**src/rtl/upsampling2x2.sv**
```systemverilog
// Nearest-neighbour 2x2 upsampler: every input pixel is emitted twice per row, every row twice.
// Latency: the first copy of a pixel appears on o_data one cycle after its transfer.
// Backpressure: i_ready=1 only in FILL with dup=0, so at most one input per 2 cycles and none during REPLAY.
//
// Ports:
//   clk, rst_n            clock (rising edge) and synchronous active-low reset
//   i_valid/i_data        input pixel stream, raster order
//   i_ready               combinational from state; a transfer is i_valid && i_ready
//   o_valid/o_data        registered output pixel stream, raster order, 2W x 2H
//   o_frame_done          registered 1-cycle pulse alongside the last output pixel of a frame
module upsampling2x2 #(
    parameter int DATA_WIDTH   = 32,
    parameter int IMAGE_WIDTH  = 4,
    parameter int IMAGE_HEIGHT = 4
) (
    input  logic                  clk,
    input  logic                  rst_n,
    input  logic                  i_valid,
    input  logic [DATA_WIDTH-1:0] i_data,
    output logic                  i_ready,
    output logic [DATA_WIDTH-1:0] o_data,
    output logic                  o_valid,
    output logic                  o_frame_done
);

    localparam int CW = (IMAGE_WIDTH  > 1) ? $clog2(IMAGE_WIDTH)  : 1;
    localparam int RW = (IMAGE_HEIGHT > 1) ? $clog2(IMAGE_HEIGHT) : 1;
    localparam logic [CW-1:0] COL_LAST = CW'(IMAGE_WIDTH - 1);
    localparam logic [RW-1:0] ROW_LAST = RW'(IMAGE_HEIGHT - 1);

    typedef enum logic {
        FILL   = 1'b0,
        REPLAY = 1'b1
    } state_t;

    state_t                state;
    logic [CW-1:0]         col;
    logic [RW-1:0]         row;
    logic                  dup;
    logic                  xfer;
    logic [DATA_WIDTH-1:0] row_buf [IMAGE_WIDTH];

    assign i_ready = (state == FILL) && !dup;
    assign xfer    = i_valid && i_ready;

    // Row buffer has no reset: every entry is rewritten during FILL before
    // REPLAY reads it, so stale contents are never visible.
    always_ff @(posedge clk) begin
        if (rst_n && xfer) begin
            row_buf[col] <= i_data;
        end
    end

    always_ff @(posedge clk) begin
        if (!rst_n) begin
            state        <= FILL;
            col          <= '0;
            row          <= '0;
            dup          <= 1'b0;
            o_valid      <= 1'b0;
            o_data       <= '0;
            o_frame_done <= 1'b0;
        end else begin
            o_frame_done <= 1'b0;
            case (state)
                FILL: begin
                    if (!dup) begin
                        // Only place a bubble can appear: waiting on upstream.
                        if (xfer) begin
                            o_data  <= i_data;
                            o_valid <= 1'b1;
                            dup     <= 1'b1;
                        end else begin
                            o_valid <= 1'b0;
                        end
                    end else begin
                        // Second copy: o_data simply held.
                        o_valid <= 1'b1;
                        dup     <= 1'b0;
                        if (col == COL_LAST) begin
                            col   <= '0;
                            state <= REPLAY;
                        end else begin
                            col <= col + CW'(1);
                        end
                    end
                end
                REPLAY: begin
                    o_valid <= 1'b1;
                    if (!dup) begin
                        o_data <= row_buf[col];
                        dup    <= 1'b1;
                    end else begin
                        dup <= 1'b0;
                        if (col == COL_LAST) begin
                            col   <= '0;
                            state <= FILL;
                            if (row == ROW_LAST) begin
                                row          <= '0;
                                o_frame_done <= 1'b1;
                            end else begin
                                row <= row + RW'(1);
                            end
                        end else begin
                            col <= col + CW'(1);
                        end
                    end
                end
                default: state <= FILL;
            endcase
        end
    end

endmodule

```
**config.mk**
```make
export PLATFORM = sky130hd
export DESIGN_NAME = upsampling2x2
export DESIGN_NICKNAME = d
export VERILOG_FILES = /design/src/rtl/upsampling2x2.sv
export SDC_FILE = /design/constraint.sdc
export NUM_CORES = 1
export LEC_CHECK = 0
export ABC_AREA = 0
export BUFFER_PORTS_ARGS = -buffer_cell sky130_fd_sc_hd__buf_2
export CORE_ASPECT_RATIO = 1.5
export CORE_MARGIN = 4
export CORE_UTILIZATION = 44
export CTS_CLUSTER_SIZE = 8
export DETAILED_ROUTE_END_ITERATION = 8
export GPL_TIMING_DRIVEN = 1
export PLACE_DENSITY = 0.67
export SYNTH_ARGS = -nofsm -noshare
export SYNTH_HDL_FRONTEND = slang
export SYNTH_SLANG_ARGS = --single-unit
export TNS_END_PERCENT = 10
```
**constraint.sdc**
```tcl
create_clock -name clk -period 1.9 [get_ports clk]
set_input_delay 0 -clock clk [delete_from_list [all_inputs] [get_ports clk]]
set_output_delay 0 -clock clk [all_outputs]
set_load 0.02 [all_outputs]
```
======== Word level (Yosys, flattened, before mapping) ========
Memory sizes are Yosys's and may differ from the RTL's. A register that Yosys moved wholly into a read port is not among the register bits.
Index checks and enable logic that the tools add are counted.
cells by class
  add/sub/neg operators ................... 2
  bitwise operators ....................... 1
  reduce and logical (&&, ||, !) cells .... 7
  eq/ne operators ......................... 5
  mux-type cells .......................... 23
operators with widths
  cell                                         count
  2-to-1 mux 32 bit                            3
  case mux 32 bit (2 select lines)             1
  2-to-1 mux 1 bit                             11
  2-to-1 mux 2 bit                             5
  != test 2 bit, second input constant         3
  case mux 1 bit (2 select lines)              3
  AND reduction 3 bit                          2
  adder 2 x 1 -> 2 bit, second input constant  2
  equality test 2 bit, second input constant   2
  AND reduction 4 bit                          1
  logical AND 1 bit                            3
  logical NOT 1 bit                            1
  inverter 1 bit                               1
storage, ports and cells
  RAM bits ................................ 128
  output and inout bits ................... 35
  bits of input ports ..................... 35
  memories ................................ 1
  register bits ........................... 40
  word-level logic and storage cells ...... 46
memories
  memory   words  bits a word  rd ports  clocked after memory_dff  write ports  line  RTL
  row_buf  4      32           1         1                         1            41    logic [DATA_WIDTH-1:0] row_buf [IMAGE_WIDTH];

======== Depth between registers and ports, before layout ========
Gate-level depths: netlist of run 1.
  word-level depth ........................ 6
  mapped depth ............................ 6
  depth with buffers taken out ............ 4

======== Worst setup path after synthesis of run 1 ========
Ideal clock, no wire load.
  kind .................................... flip-flop to flip-flop
  start ................................... reg dup
  end ..................................... mem row_buf[0][0], enable pin
  period minus slack after synthesis ...... 2.197 ns
  setup slack ............................. -0.297 ns
  stages on the path, launching flop included .. 5
  buffers on the path ..................... 1
  library setup time ...................... 0.392 ns
  required time ........................... 1.508 ns
  data arrival time ....................... 1.805 ns
  cells stage by stage .................... dfxtp_1 > buf_2 > nor2_1 > and3_1 > and2_1
between the ends
  longest elaborated chain between the ends .. 6
RTL lines
  item                                    line  RTL
  start: declaration                      39    logic dup;
  start signal: assignment                59    dup <= 1'b0;
  start signal: assignment                72    dup <= 1'b1;
  start signal: assignment                79    dup <= 1'b0;
  logical NOT 1 bit                       --
  logical AND 1 bit                       43    assign i_ready = (state == FILL) && !dup;
  named net i_ready                       20    output logic i_ready,
  logical AND 1 bit                       44    assign xfer = i_valid && i_ready;
  logical AND 1 bit                       49    if (rst_n && xfer) begin
  2-to-1 mux 1 bit                        49
  2-to-1 mux 1 bit (not written as such)  50    row_buf[col] <= i_data;
  end: declaration                        41
The timed path passes the listed nets, and every way through them passes these cells.

==> out/metrics.cfg, run 1 <==
[status]
status=finished, violations left
violations=DRC

[placed_design]
hpwl_mm=8.53
gp_congestion=0.758
dpl-instance-area_um2=7270
io_buffers=69

[final_layout]
seqCellArea_um2=4690
fin_util_pct=56.3
multi_input_area_um2=1710
drive_gt1_share_pct=36.6
design_area_um2=8210
fillers=1165
num_antenna_cells=0
layout.nets=546
syn2layout_area_growth_pct=25.3

[worst_setup_path]
rr_endpoint=o_data[18]
required_ns=2.19
path_max_fanout=21
cp_cell_sequence=buf_12 > mux2_4 > a222oi_1 > a21oi_1
r2r_cells=4
reg2reg_slack_ns=0.23
cp-start-kind=flip-flop
worstSetupEndpoint=o_data[18]
slowest_stage=dfxtp_4
end_kind=flip-flop
max_stage_delay_ns=0.49
critPathKind=reg2reg
arrival_ns=1.96

[logic_synthesis]
synth_top_area_share_pct=58.6
yosysSeqAreaShare_pct=71.4
yosys-top-cells-count=edfxtp_1 (128), dfxtp_1 (42), mux2_2 (36)
synthTopCellsByArea=edfxtp_1 (59%), dfxtp_1 (13%), mux2_4 (6.4%), mux2_2 (6.2%), a222oi_1 (4.9%)
ys_warn_count=0
syn_area_um2=6560
synth_nets=435
ys_ff_latch=170
ys_types=26
synth-edff-count=128
yosysMostFrequentCell=edfxtp_1
synthArstFlopShare_pct=0
synthCells=395
yosysTopAreaCell=edfxtp_1
syn_area_per_cell_um2=16.6
ys.flop_type=edfxtp_1

[timing]
finClkSkew_ns=0.0109
finalMaxSlewViolations=0
worst_pin_slew_ns=0.423
fmax_ghz=0.600
rsz0062_at_grt=no
setup_tns_ns=0
fin_crit_sh_pct=87.7
period_needed_ns=1.67
slew_headroom_pct=71.8
finalHoldViolations=0
setup_viol=0

[clocking]
cts_setup_buffers=0
cts_tree=done
clk_latency_ns=0.42
cts.sinks=170
clockRootBuffer=clkbuf_16
h-tree-depth=4
clk_pin_slew_ns=0.06
clock_path_buffers=2
cts_buffers=17

[floorplanning]
io_pins=70
initial_core_util_pct=44.9
die_w_um=108
rows=54
core_area_um2=14600
die-area_um2=17000
die_height_um=158

[pwr]
finalPower_mw=8.32
p_leak_nw=2.97
powerDensity_nw_per_um2=1010
vdd_drop_max_mv=0.619

[drt]
viasPerCell=5.45
drt_first_pass_iters=9
wire_per_inst_um=19.6
vias=3895
routed_wl_mm=14.0
drt-initial-drc-count=389
drcViolationCount=15
ant_nets=0

[hold_path]
hp-class=in2reg

[grt]
grt_use_total_pct=16.9
grt_max_degree=41
first_global_vias=4068
antenna_found_initial=0
grt_pass1_wl_mm=21.7
overflow=0

[run]
drv_cap=0

[cells by family (layout without fill, tap and decap cells)]
| family | Yosys count | count (layout) | synth area share [%] |
|---|---|---|---|
| AO/OA/AOI/OAI | 100 | 100 | 10.3 |
| XOR/XNOR | 1 | 1 | 0.134 |
| adder cells (fa/ha/maj) | 5 | 5 | 0.954 |
| buffers and inverters | 33 | 157 | 2.61 |
| flip-flops | 170 | 170 | 71.4 |
| multiplexers | 66 | 66 | 12.9 |
| AND/OR/NAND/NOR | 20 | 20 | 1.68 |
[registers in the layout (all words and copies together), names as in the netlist, named ones only]
name,count
state,1
row_buf,128
col,2
o_frame_done,1
o_valid,1
row,2
dup,1
o_data,32
[metrics by stage]
step,hold slack [ns],cells,worst slack (ns)
after floorplan,0.0989,395,-0.296
after global placement,0.230,650,0.234
after detailed placement,0.244,650,0.215
after CTS,0.154,715,0.212
after global routing,0.196,715,0.155
final,0.169,715,0.233
[worst min-delay path by stage]
stage / from / end / depth (start not counted)
floorplan: i_data[0] / row_buf[0][0] / 0
global placement: i_data[27] / row_buf[0][27] / 1
detailed placement: i_data[21] / row_buf[1][21] / 1
CTS: rst_n / o_frame_done / 4
global route: rst_n / o_frame_done / 4
finish: rst_n / o_frame_done / 4
[placed cells by master, fill, tap and decap left out, types with 3 or more instances in the layout]
| master | n |
|---|---|
| inv_6 | 4 |
| dfxtp_1 | 41 |
| a222oi_1 | 32 |
| and2_1 | 3 |
| o21ai_0 | 32 |
| bufinv_16 | 3 |
| nor2_1 | 3 |
| buf_2 | 69 |
| dlygate4sd3_1 | 33 |
| nand2_1 | 3 |
| clkbuf_16 | 17 |
| inv_1 | 3 |
| buf_12 | 10 |
| ha_1 | 5 |
| mux2_2 | 36 |
| edfxtp_1 | 128 |
| and2_2 | 4 |
| buf_4 | 10 |
| mux2_4 | 28 |
| a21oi_1 | 32 |
[cell type report]
class,instances,share of cell area [%]
Sequential cell,170,57.1
Multi-Input combinational cell,192,20.8
Tap cell,196,2.99
Clock inverter,12,1.98
Timing Repair Buffer,122,11.6
Clock buffer,20,5.44
Inverter,3,0.137
[what timing repair did]
| item | in CTS | in global routing |
|---|---|---|
| endpoints found under the hold margin | 150 | 0 |
| hold buffers | 33 | 0 |
| gates resized for setup | 0 | 0 |
[critical path: cells and delay by family, from the launching register on]
family	cells	cell delay [ns]
muxes	1	0.32
AOI/OAI and AO/OA	2	0.51
buffers and inverters	1	0.22
DFF	1	0.49
[routing by layer]
layer	vias up	track usage [%]	wire length, um
li1	1798	-	-
met1	1943	19.8	5560
met2	134	30.9	7620
met3	20	3.45	608
met4	0	5.60	222
met5	-	0	0
[power by group]
group | total (mW) | switching, mW | internal [mW]
combinational | 0.642 | 0.332 | 0.310
sequential | 4.15 | 0.0500 | 4.10
clock | 3.53 | 1.41 | 2.12
total | 8.32 | 1.79 | 6.53
No activity file was read; power rests on OpenSTA's default activity.
==> run 2: changes to the inputs <==
CORE_MARGIN = 1.5   (was 4)
==> run 2 against run 1 <==
The run now ends clean. Via count is 0.21% lower. Final cell count shrank 0.28%. Sequential share of layout area rose by 0.15 points. Critical path depth stayed put. Largest cell class unchanged.
==> out/metrics.cfg, run 2 (synthesized netlist as in run 1, its figures left out) <==
[status]
status=finished clean

[grt]
grt_max_degree=66  ; +61%
overflow=0  ; unchanged
grt_use_total_pct=18.1  ; +1.2 points
antenna_found_initial=0  ; unchanged
grt_pass1_wl_mm=21.1  ; -2.7%
first_global_vias=4047  ; -0.52%

[worst_setup_path]
arrival_ns=1.89  ; -0.07 ns
rr_endpoint=o_data[11]
path_max_fanout=38  ; +81%
cp-start-kind=flip-flop
end_kind=flip-flop
worstSetupEndpoint=o_data[11]
reg2reg_slack_ns=0.30  ; +0.07 ns
critPathKind=reg2reg
r2r_cells=4  ; unchanged
required_ns=2.19  ; about the same

[drt]
vias=3887  ; -0.21%
wire_per_inst_um=18.9  ; -3.5%
drt-initial-drc-count=325  ; -16%
routed_wl_mm=13.5  ; -3.8%
viasPerCell=5.45  ; about the same
ant_nets=0  ; unchanged
drcViolationCount=0  ; -15
drt_first_pass_iters=6  ; -3

[floorplanning]
rows=54  ; unchanged
initial_core_util_pct=45.1  ; +0.21 points
core_area_um2=14500  ; -0.46%
die_w_um=103  ; -4.6%
die-area_um2=15700  ; -7.7%
io_pins=70  ; unchanged
die_height_um=153  ; -3.2%

[pwr]
swShare_pct=21.1  ; -0.43 points
powerDensity_nw_per_um2=1010  ; -0.63%
p_sw_mw=1.74  ; -2.9%
pwr-share-seq_pct=50.3  ; +0.4 points
p_leak_nw=2.96  ; -0.59%
clkPwrFrac_pct=42.0  ; -0.4 points
p_int_mw=6.51  ; -0.35%
vdd_drop_max_mv=0.504  ; -19%
comb_power_share_pct=7.7  ; about the same

[run]
drv_cap=0  ; unchanged

[timing]
setup_viol=0  ; unchanged
rsz0062_at_grt=no
fin_crit_sh_pct=84.3  ; -3.5 points
setup_tns_ns=0  ; unchanged
timing.hold.ws_ns=0.170  ; +0.00174 ns
fmax_ghz=0.625  ; +4.1%
period_needed_ns=1.60  ; -0.0658 ns
slew_headroom_pct=71.4  ; -0.39 points
finClkSkew_ns=0.00897  ; -0.00190 ns
finalHoldViolations=0  ; unchanged
worst_pin_slew_ns=0.429  ; +0.00583 ns
finalMaxSlewViolations=0  ; unchanged

[placed_design]
gp_congestion=0.767  ; +1.3%
hpwl_mm=7.87  ; -7.8%
dpl-instance-area_um2=7260  ; -0.14%
io_buffers=69  ; unchanged

[final_layout]
syn2layout_area_growth_pct=24.9
layout.nets=544  ; -0.37%
design_area_um2=8190  ; -0.26%
multi_input_area_um2=1710  ; +0.29%
drive_gt1_share_pct=36.2  ; -0.44 points
layout_commonest_cell=edfxtp_1
num_antenna_cells=0  ; unchanged
seqCellArea_um2=4690  ; unchanged
top_regs=row_buf: 128 flops, o_data: 32 flops
final_cell_mix=edfxtp_1 (128), buf_2 (69), dfxtp_1 (41)
fillers=1174  ; +0.77%
regMostFlops=row_buf
largest_register_ffs=128  ; unchanged

[clocking]
cts_buffers=17  ; unchanged
clock_path_buffers=2  ; unchanged
clk_latency_ns=0.42  ; about the same
cts.sinks=170  ; unchanged
cts_setup_buffers=0  ; unchanged
cts_tree=done
clockRootBuffer=clkbuf_16
h-tree-depth=4  ; unchanged
clk_pin_slew_ns=0.06  ; about the same

[hold_path]
hp-class=in2reg

run 2: cell count changes in the layout (fill, tap and decap cells not counted):
cell | previous run | this run
nor2b_2 | 1 | 0
clkinv_4 | 2 | 4
clkbuf_1 | 2 | 3
nor2b_4 | 0 | 1
clkinv_2 | 1 | 3
clkinvlp_4 | 2 | 1
buf_4 | 10 | 8
inv_6 | 4 | 0
run 2: through the flow:
stage                     cells  setup slack, ns  util [%]  total power, mW
after floorplan             395           -0.296         -             4.59
after global placement      648            0.309      50.0             4.79
after detailed placement    648            0.310      50.0             4.81
after CTS                   713            0.297      56.4             8.30
after global routing        713            0.209      56.4             8.49
final                       713            0.299      56.4             8.25
run 2: worst min-delay path by stage:
stage | to | cells past startpoint | start
finish | o_frame_done | 4 | rst_n
global route | o_valid | 3 | rst_n
CTS | o_frame_done | 4 | rst_n
detailed placement | row_buf[2][2] | 1 | i_data[2]
global placement | row_buf[3][12] | 1 | i_data[12]
floorplan | row_buf[0][0] | 0 | i_data[0]
run 2: what timing repair did:
item,CTS,global route
hold buffers,33,0
resized for setup,0,0
endpoints found under the hold margin,151,0
run 2: layout make-up:
type	instances	area share, %
inverter	3	0.137
sequential	170	57.2
timing repair buffer	120	11.4
clock buffer	21	5.50
clock inverter	11	1.80
tap	196	2.99
multi-input combinational	192	20.9
run 2: worst max-delay path, cell delays in order, from the launching register on:
cell	delay [ns]
dfxtp_4	0.36
buf_12	0.24
mux2_2	0.38
a222oi_1	0.34
a21oi_1	0.13
run 2: routing by layer:
layer	share of wire (%)	wire, um	up-vias	track usage (%)
li1	-	-	1796	-
met1	41	5490	1927	22.0
met2	52	7060	145	31.3
met3	5.2	703	19	3.81
met4	1.6	218	0	6.72
met5	0	0	-	0
run 2: power groups by stage:
stage          clock [mW]  sequential (mW)  combinational [mW]
2_1_floorplan           0             4.29               0.304
3_3_place_gp            0             4.22               0.569
3_5_place_dp            0             4.23               0.584
4_1_cts              3.51             4.15               0.642
5_1_grt              3.64             4.16               0.690
6_report             3.46             4.15               0.635
==> run 3: changes to the inputs <==
PLACE_DENSITY = 0.65   (was 0.67)
clock period = 1.6 ns   (was 1.9 ns; I/O delays follow)
==> run 3 against run 2 <==
Sequential power is 19% higher. Combinational power is 27% higher. Critical path depth is 1 higher. Final cell count is 2.4% higher. Sequential cell count stayed put. Clock skew is 0.0019 ns higher. Sequential share of layout area is 1.1 points lower. Via count is 2.1% higher. Worst setup slack worse by 0.22 ns.
==> out/metrics.cfg, run 3 (synthesized netlist as in run 1, its figures left out) <==
[drt]
drcViolationCount=0  ; unchanged
drt-initial-drc-count=348  ; +7.1%
viasPerCell=5.43  ; -0.32%
drt_first_pass_iters=9  ; +3
vias=3967  ; +2.1%
ant_nets=0  ; unchanged
routed_wl_mm=13.8  ; +2.1%
wire_per_inst_um=18.8  ; -0.28%

[timing]
finClkSkew_ns=0.0109  ; +0.00190 ns
fin_crit_sh_pct=95.4  ; +11 points
setup_viol=0  ; unchanged
finalHoldViolations=0  ; unchanged
finalMaxSlewViolations=0  ; unchanged
setup_tns_ns=0  ; unchanged
fmax_ghz=0.655  ; +4.9%
rsz0062_at_grt=yes
setup_ws_ns=0.0739  ; -0.225 ns
worst_pin_slew_ns=0.571  ; +0.142 ns
period_needed_ns=1.53  ; -0.0751 ns
slew_headroom_pct=61.9  ; -9.5 points
timing.hold.ws_ns=0.152  ; -0.0186 ns

[final_layout]
top_regs=row_buf: 128 flops, o_data: 32 flops
fin_util_pct=57.6  ; +1.2 points
final_cells=730  ; +2.4%
largest_register_ffs=128  ; unchanged
design_area_um2=8360  ; +2.0%
final_cell_mix=edfxtp_1 (128), buf_2 (69), dfxtp_1 (41)
regMostFlops=row_buf
layout_commonest_cell=edfxtp_1
layout.nets=561  ; +3.1%
drive_gt1_share_pct=39.0  ; +2.8 points
syn2layout_area_growth_pct=27.5
num_antenna_cells=0  ; unchanged

[worst_setup_path]
reg2reg_slack_ns=0.07  ; -0.22 ns
required_ns=1.90  ; -0.29 ns
path_max_fanout=15  ; -61%
end_kind=flip-flop
rr_endpoint=o_data[22]
critPathKind=reg2reg
cp-start-kind=flip-flop
r2r_cells=5  ; +1
arrival_ns=1.83  ; -0.06 ns

[pwr]
p_sw_mw=2.18  ; +26%
p_leak_nw=3.05  ; +3.3%
clkPwrFrac_pct=40.1  ; -1.9 points
finalPower_mw=9.57  ; +16%
vdd_drop_max_mv=0.678  ; +35%
pwr-share-seq_pct=51.5  ; +1.2 points
comb_power_share_pct=8.4  ; +0.7 points
p_int_mw=7.39  ; +13%
powerDensity_nw_per_um2=1140  ; +14%
swShare_pct=22.8  ; +1.8 points

[floorplanning]
die_w_um=103  ; unchanged
die_height_um=153  ; unchanged
io_pins=70  ; unchanged
die-area_um2=15700  ; unchanged
initial_core_util_pct=45.1  ; unchanged
core_area_um2=14500  ; unchanged
rows=54  ; unchanged

[grt]
grt_max_degree=43  ; -35%
first_global_vias=3989  ; -1.4%
grt_use_total_pct=18.4  ; +0.30 points
overflow=0  ; unchanged
grt_pass1_wl_mm=21.5  ; +2.0%
antenna_found_initial=0  ; unchanged

[hold_path]
min-delay-start=rst_n
hp-class=in2reg
hold_path_depth=4  ; unchanged
min_to=o_frame_done

[clocking]
clock_path_buffers=2  ; unchanged
cts_buffers=17  ; unchanged
h-tree-depth=4  ; unchanged
cts_tree=done
cts.sinks=170  ; unchanged
clk_latency_ns=0.42  ; about the same
clockRootBuffer=clkbuf_16
clk_pin_slew_ns=0.07  ; about the same

[placed_design]
dpl-instance-area_um2=7400  ; +1.8%
place_inst=658  ; +1.5%
hpwl_mm=8.32  ; +5.8%
io_buffers=69  ; unchanged
place_ws_ns=-0.118  ; -0.427 ns
gp_congestion=0.739  ; -3.7%

[run]
drv_cap=0  ; unchanged

[status]
status=finished clean

==> run 3: cell count changes in the layout (fill, tap and decap cells not counted), moves of 2 or more <==
cell	change
buf_4	+11
inv_6	+6
buf_12	+5
and2_2	-4
and2_4	+4
bufinv_16	-3
clkbuf_1	-2
clkinv_4	-2
==> run 3: worst max-delay path, stage by stage, from the launching register on <==
cell	delay [ns]
dfxtp_4	0.40
buf_12	0.17
buf_4	0.16
mux2_4	0.30
a222oi_1	0.28
a21oi_1	0.11
==> run 3: worst max-delay path by stage <==
stage / to / slack, ns / cells past startpoint
floorplan: row_buf[0][0] / 0.07 / 4
global placement: o_data[28] / -0.08 / 4
detailed placement: o_data[25] / -0.12 / 4
CTS: o_data[8] / -0.01 / 4
global route: o_data[22] / -0.03 / 5
finish: o_data[22] / 0.07 / 5
==> run 3: area by class of cell <==
cell class | instances | area, um^2
Fill cell | 1154 | 6170
Sequential cell | 170 | 4690
Multi-Input combinational cell | 192 | 1730
Timing Repair Buffer | 137 | 1130
Clock buffer | 19 | 454
Tap cell | 196 | 245
Clock inverter | 13 | 104
Inverter | 3 | 11.3
==> run 3: metal layers <==
| layer | wire length [um] | GRT usage, % | vias up |
|---|---|---|---|
| met5 | 0 | 0 | - |
| met4 | 160 | 6.00 | 0 |
| met3 | 623 | 3.99 | 14 |
| met2 | 7550 | 32.4 | 142 |
| met1 | 5420 | 22.1 | 1982 |
| li1 | - | - | 1829 |
==> run 3: power by group through the flow <==
stage	clock [mW]	combinational (mW)	sequential [mW]
after floorplan	0	0.365	5.09
after global placement	0	0.706	5.02
after detailed placement	0	0.720	5.02
after CTS	3.92	0.789	4.93
after global routing	4.11	0.872	4.94
final	3.84	0.804	4.93
==> run 3: timing repair <==
item                                    4_1_cts  5_1_grt
hold buffers                                 33        0
setup buffers                                 0        7
endpoints found under the hold margin       158        0
endpoints found under the setup margin       23       37
pin swaps                                     2        2
gates resized for setup                       1        2
gates cloned                                  0        0
